[config.mk]
export PLATFORM = sky130hd
export DESIGN_NAME = mem_access_stage
export DESIGN_NICKNAME = d
export VERILOG_FILES = /design/src/rtl/mem_stage_pkg.sv /design/src/rtl/load_extender.sv /design/src/rtl/mem_access_stage.sv
export SDC_FILE = /design/constraint.sdc
export NUM_CORES = 1
export LEC_CHECK = 0
export CAP_MARGIN = 20
export CORE_ASPECT_RATIO = 1.25
export CORE_UTILIZATION = 30
export DETAILED_ROUTE_END_ITERATION = 6
export SLEW_MARGIN = 20
export SYNTH_ARGS = -nofsm -noshare
export SYNTH_HDL_FRONTEND = slang
export SYNTH_SLANG_ARGS = --single-unit
export TNS_END_PERCENT = 30
[constraint.sdc]
create_clock -name clk -period 5.7 [get_ports clk]
set_clock_uncertainty 0.2 [all_clocks]
set_input_delay 0.57 -clock clk [delete_from_list [all_inputs] [get_ports clk]]
set_output_delay 0.57 -clock clk [all_outputs]
set_load 0.02 [all_outputs]
[src/rtl/mem_stage_pkg.sv]
// Shared definitions for the memory-access stage: size encodings, the
// controller state set and small decode helpers.
package mem_stage_pkg;

    localparam logic [1:0] SIZE_BYTE = 2'b00;
    localparam logic [1:0] SIZE_HALF = 2'b01;
    localparam logic [1:0] SIZE_WORD = 2'b10;
    localparam logic [1:0] SIZE_RSVD = 2'b11;

    typedef enum logic [1:0] {
        IDLE  = 2'b00,
        ISSUE = 2'b01,
        DRAIN = 2'b10,
        DONE  = 2'b11
    } state_t;

    // Number of byte transfers needed for an access size (0 for reserved).
    function automatic logic [2:0] bytes_for_size(input logic [1:0] size);
        case (size)
            SIZE_BYTE: bytes_for_size = 3'd1;
            SIZE_HALF: bytes_for_size = 3'd2;
            SIZE_WORD: bytes_for_size = 3'd4;
            default:   bytes_for_size = 3'd0;
        endcase
    endfunction

    // Reserved size is folded into the misalignment error.
    function automatic logic is_misaligned(input logic [1:0] size,
                                           input logic [1:0] addr_lo);
        case (size)
            SIZE_BYTE: is_misaligned = 1'b0;
            SIZE_HALF: is_misaligned = addr_lo[0];
            SIZE_WORD: is_misaligned = addr_lo[1] | addr_lo[0];
            default:   is_misaligned = 1'b1;
        endcase
    endfunction

endpackage

[src/rtl/load_extender.sv]
// Sign/zero extension of an assembled load value according to access size.
// Purely combinational so it can also sit behind the WB debug monitor.
module load_extender
    import mem_stage_pkg::*;
(
    input  logic [31:0] raw_data_i,
    input  logic [1:0]  size_i,
    input  logic        se_i,
    output logic [31:0] ext_data_o
);

    // Replicate the access's top bit (or zero) above the loaded field.
    always_comb begin
        ext_data_o = raw_data_i;
        case (size_i)
            SIZE_BYTE: ext_data_o = {{24{se_i & raw_data_i[7]}}, raw_data_i[7:0]};
            SIZE_HALF: ext_data_o = {{16{se_i & raw_data_i[15]}}, raw_data_i[15:0]};
            default:   ext_data_o = raw_data_i;
        endcase
    end

endmodule

[src/rtl/mem_access_stage.sv]
// Memory-stage controller: turns one latched load/store request into a
// byte-serial sequence on a synchronous-read 8-bit RAM, stalling the
// pipeline until a single-cycle done pulse presents the result.
module mem_access_stage
    import mem_stage_pkg::*;
#(
    parameter int ADDR_WIDTH = 9,
    parameter int DATA_WIDTH = 32
) (
    input  logic                  clk,
    input  logic                  Reset,
    input  logic                  req_valid,
    input  logic                  RAM_Enable,
    input  logic                  RAM_RW,
    input  logic [1:0]            RAM_Size,
    input  logic                  RAM_SE,
    input  logic [ADDR_WIDTH-1:0] address,
    input  logic [DATA_WIDTH-1:0] store_data,
    output logic [ADDR_WIDTH-1:0] ram_addr,
    output logic [7:0]            ram_wdata,
    output logic                  ram_we,
    input  logic [7:0]            ram_rdata,
    output logic                  stall,
    output logic                  done,
    output logic [DATA_WIDTH-1:0] load_data,
    output logic                  misaligned
);

    state_t                state_q, state_d;
    logic [2:0]            cnt_q, cnt_d;
    logic                  mis_q, mis_d;
    logic [DATA_WIDTH-1:0] asm_q, asm_d;

    // Request fields captured at accept; inputs are ignored afterwards.
    logic [ADDR_WIDTH-1:0] base_q;
    logic [DATA_WIDTH-1:0] wdata_q;
    logic [1:0]            size_q;
    logic                  rw_q;
    logic                  se_q;

    logic                  accept;
    logic [2:0]            n_bytes;
    logic                  last_byte;
    logic                  cap_en;
    logic [1:0]            cap_lane;
    logic [DATA_WIDTH-1:0] ext_data;

    assign accept    = (state_q == IDLE) && req_valid && RAM_Enable;
    assign n_bytes   = bytes_for_size(size_q);
    assign last_byte = (cnt_q == (n_bytes - 3'd1));

    load_extender u_load_extender (
        .raw_data_i (asm_q),
        .size_i     (size_q),
        .se_i       (se_q),
        .ext_data_o (ext_data)
    );

    // State, counter, assembly register and latched request fields.
    always_ff @(posedge clk) begin
        if (Reset) begin
            state_q <= IDLE;
            cnt_q   <= 3'd0;
            mis_q   <= 1'b0;
            asm_q   <= '0;
            base_q  <= '0;
            wdata_q <= '0;
            size_q  <= SIZE_BYTE;
            rw_q    <= 1'b0;
            se_q    <= 1'b0;
        end else begin
            state_q <= state_d;
            cnt_q   <= cnt_d;
            mis_q   <= mis_d;
            asm_q   <= asm_d;
            if (accept) begin
                base_q  <= address;
                wdata_q <= store_data;
                size_q  <= RAM_Size;
                rw_q    <= RAM_RW;
                se_q    <= RAM_SE;
            end
        end
    end

    // Next-state logic and all stage outputs; RAM outputs idle at zero.
    always_comb begin
        state_d    = state_q;
        cnt_d      = cnt_q;
        mis_d      = mis_q;
        cap_en     = 1'b0;
        cap_lane   = 2'd0;
        ram_addr   = '0;
        ram_wdata  = 8'd0;
        ram_we     = 1'b0;
        stall      = 1'b0;
        done       = 1'b0;
        misaligned = 1'b0;
        load_data  = '0;
        case (state_q)
            IDLE: begin
                if (accept) begin
                    stall = 1'b1;
                    cnt_d = 3'd0;
                    mis_d = is_misaligned(RAM_Size, address[1:0]);
                    state_d = mis_d ? DONE : ISSUE;
                end
            end
            ISSUE: begin
                stall    = 1'b1;
                ram_addr = base_q + ADDR_WIDTH'(cnt_q);
                if (rw_q) begin
                    ram_we    = 1'b1;
                    ram_wdata = wdata_q[{cnt_q[1:0], 3'b000} +: 8];
                end else if (cnt_q != 3'd0) begin
                    // Read data for the previous issue arrives this cycle.
                    cap_en   = 1'b1;
                    cap_lane = 2'(cnt_q - 3'd1);
                end
                cnt_d = cnt_q + 3'd1;
                if (last_byte) begin
                    state_d = rw_q ? DONE : DRAIN;
                end
            end
            DRAIN: begin
                stall    = 1'b1;
                cap_en   = 1'b1;
                cap_lane = 2'(cnt_q - 3'd1);
                state_d  = DONE;
            end
            DONE: begin
                done       = 1'b1;
                misaligned = mis_q;
                if (!mis_q && !rw_q) begin
                    load_data = ext_data;
                end
                state_d = IDLE;
            end
            default: state_d = IDLE;
        endcase
    end

    // Load assembly: clear on accept, drop each returned byte into its lane.
    always_comb begin
        asm_d = asm_q;
        if (accept) begin
            asm_d = '0;
        end
        for (int i = 0; i < DATA_WIDTH / 8; i++) begin
            if (cap_en && (cap_lane == 2'(i))) begin
                asm_d[i*8 +: 8] = ram_rdata;
            end
        end
    end

endmodule

==> results.json <==
{
  "firstDrtPassIters": 4,
  "dieArea_mm2": 0.0145,
  "crit_arrival_ps": 3350,
  "clk_pin_slew_worst_paths_ps": 60,
  "vias": 3642,
  "clock_sinks": 83,
  "fillers": 1414,
  "initial_utilization": 0.306,
  "crit_type": "flop to output port",
  "drt_iter0_markers": 166,
  "cts.htree.levels": 3,
  "tritoncts": "built",
  "die_width_um": 108,
  "pwr-share-comb": 0.281,
  "syn_nets": 565,
  "crit_path_end_kind": "output port",
  "clk_latency_ps": 330,
  "die_h_um": 134,
  "r2r_end": "asm_q[8]$_SDFFE_PP0P_",
  "antenna_found_initial": 0,
  "slew_violations": 0,
  "gp_congestion": 0.790,
  "p_int_mw": 1.19,
  "wirelength_um": 11200,
  "cts_buffers": 9,
  "fin_crit_sh": 0.722,
  "place_inst": 752,
  "synth.avg_cell_area_um2": 8.46,
  "fin_nets": 656,
  "pwr-share-seq": 0.398,
  "clk_path_buf_depth": 2,
  "power_switching_uw": 558,
  "grt_pass1_vias": 3577,
  "max_freq_mhz": 243,
  "synth_cell_types": 51,
  "reg2reg_slack_ps": 2500,
  "wl_per_cell_um": 14.6,
  "maxCapViolCount": 0,
  "grtUsageTotal": 0.160,
  "synth_edf_count": 0,
  "r2r.worst_path.cells": 6,
  "status": "finished, final reports clean",
  "ys_dominant_reg_cell": "dfxtp_1",
  "finalHoldViolCount": 0,
  "netlist_instances": 497,
  "gr-total-overflow": 0,
  "row_count": 48,
  "rsz0062_at_grt": "no",
  "synthesis.area_mm2": 0.00420,
  "ys_top_cells_by_area": "dfxtp_1, nand2_1, mux2i_1",
  "setup_viol": 0,
  "synth_warnings": 0,
  "hold_path_class": "flop to flop",
  "maxSlewHeadroom": 0.319,
  "worstMarginPinSlew_ps": 1020,
  "synth_top_area_frac": 0.395,
  "endpoint": "ram_addr[8]",
  "postCtsHoldBufs": 0,
  "layout_common_cells": "nand2_1, clkdlybuf4s50_1, dfxtp_1",
  "crit_path_max_fanout": 17,
  "hold_slack_ps": 254,
  "final_common_cell": "nand2_1",
  "drive_gt1_frac": 0.0894,
  "insertedDiodeCount": 0,
  "synth_top_cell_by_area": "dfxtp_1",
  "ioPinCount": 110,
  "ys_seq_elements": 83,
  "layout_setup_ws_ps": 1580,
  "cts_resized": 0,
  "start_kind": "flop",
  "core_area_mm2": 0.0138,
  "dp_hpwl_um": 8070,
  "grt_max_degree": 62,
  "p_sw_frac": 0.320,
  "worstReg2RegStart": "cnt_q[0]$_SDFFE_PP0P_",
  "ant_nets": 0,
  "p_leak_nw": 2.09,
  "post_cts_buffers": 0,
  "utilization": 0.413,
  "root_buffer": "clkbuf_16",
  "ys_seq_area_frac": 0.395,
  "stdcell_count": 768,
  "ys_async_sr_fraction": 0,
  "power.density_mw_per_mm2": 308,
  "cp-startpoint": "cnt_q[0]$_SDFFE_PP0P_",
  "clock_power_share": 0.321,
  "worstPathRequired_ps": 4930,
  "dp_slack_ps": 1890,
  "vdd_drop_max_mv": 0.166,
  "viasPerCell": 4.74,
  "finalSetupTns_ps": 0,
  "grt_pass1_wl_um": 17900,
  "drcViolationCount": 0,
  "min_period_ps": 4120,
  "port_buffers": 109,
  "syn_to_final_growth_pct": 35.0
}
==> cells by family (layout without fill, tap and decap cells) <==
group | after synthesis | in the layout | synth area share
AOI/OAI and AO/OA | 104 | 104 | 0.153
xor gates and xnor gates | 5 | 5 | 0.0104
adders and majority gates | 11 | 11 | 0.0345
buffers and inverters | 56 | 152 | 0.0571
DFF | 83 | 83 | 0.395
muxes | 45 | 45 | 0.133
and+or+nand+nor | 193 | 193 | 0.217
==> Yosys cell counts, types with 10 or more instances <==
| library cell | count |
|---|---|
| dfxtp_1 | 83 |
| mux2i_1 | 34 |
| o21ai_0 | 12 |
| clkbuf_1 | 23 |
| a21oi_1 | 65 |
| nand2b_1 | 12 |
| and3_1 | 10 |
| ha_1 | 10 |
| a21oi_2 | 11 |
| inv_1 | 23 |
| nand2_1 | 127 |
| and2_1 | 15 |
==> registers in the layout (all words and copies together) (netlist names) <==
name     flops
asm_q       32
base_q       9
cnt_q        3
mis_q        1
rw_q         1
se_q         1
size_q       2
state_q      2
wdata_q     32
==> area by class of cell <==
cell class / count / area [µm²] / area share
Clock buffer: 11 / 233 / 0.0410
Multi-Input combinational cell: 358 / 2300 / 0.406
Inverter: 23 / 86.3 / 0.0152
Tap cell: 175 / 219 / 0.0386
Clock inverter: 5 / 53.8 / 0.00948
Timing Repair Buffer: 113 / 1120 / 0.197
Sequential cell: 83 / 1660 / 0.293
==> power groups by stage <==
stage,Sequential [mW],Combinational (mW),Clock [mW]
2_1_floorplan,0.675,0.373,0
5_1_grt,0.707,0.538,0.603
4_1_cts,0.696,0.498,0.573
3_3_place_gp,0.705,0.486,0
3_5_place_dp,0.709,0.497,0
6_report,0.695,0.491,0.560
==> critical path: stages, from the launching register on <==
cell and delay (ps):
dfxtp_1 990, ha_1 310, inv_1 60, fa_1 380, nor2b_1 240, o2111ai_1 150
xnor2_1 150, and2_1 130, clkdlybuf4s50_1 600
==> worst min-delay path by stage <==
stage / startpoint / endpoint / cells after the start / slack [ps]
CTS: wdata_q[19]$_SDFFE_PP0P_ / wdata_q[19]$_SDFFE_PP0P_ / 2 / 250
finish: wdata_q[19]$_SDFFE_PP0P_ / wdata_q[19]$_SDFFE_PP0P_ / 2 / 250
global route: asm_q[9]$_SDFFE_PP0P_ / asm_q[9]$_SDFFE_PP0P_ / 2 / 260
floorplan: asm_q[10]$_SDFFE_PP0P_ / asm_q[10]$_SDFFE_PP0P_ / 2 / 230
global placement: asm_q[11]$_SDFFE_PP0P_ / asm_q[11]$_SDFFE_PP0P_ / 2 / 240
detailed placement: wdata_q[19]$_SDFFE_PP0P_ / wdata_q[19]$_SDFFE_PP0P_ / 2 / 240
==> per-layer routing <==
metal	share of wire	global-route usage
met4	0.017	0.0563
met2	0.48	0.273
met1	0.44	0.192
met5	0	0
met3	0.059	0.0403
==> through the flow <==
step	power (mW)	cell area, µm²
3_5_place_dp	1.21	5390
3_3_place_gp	1.19	5390
6_report	1.75	5680
4_1_cts	1.77	5670
5_1_grt	1.85	5680
2_1_floorplan	1.05	4200
(Power assumes the default switching activity.)
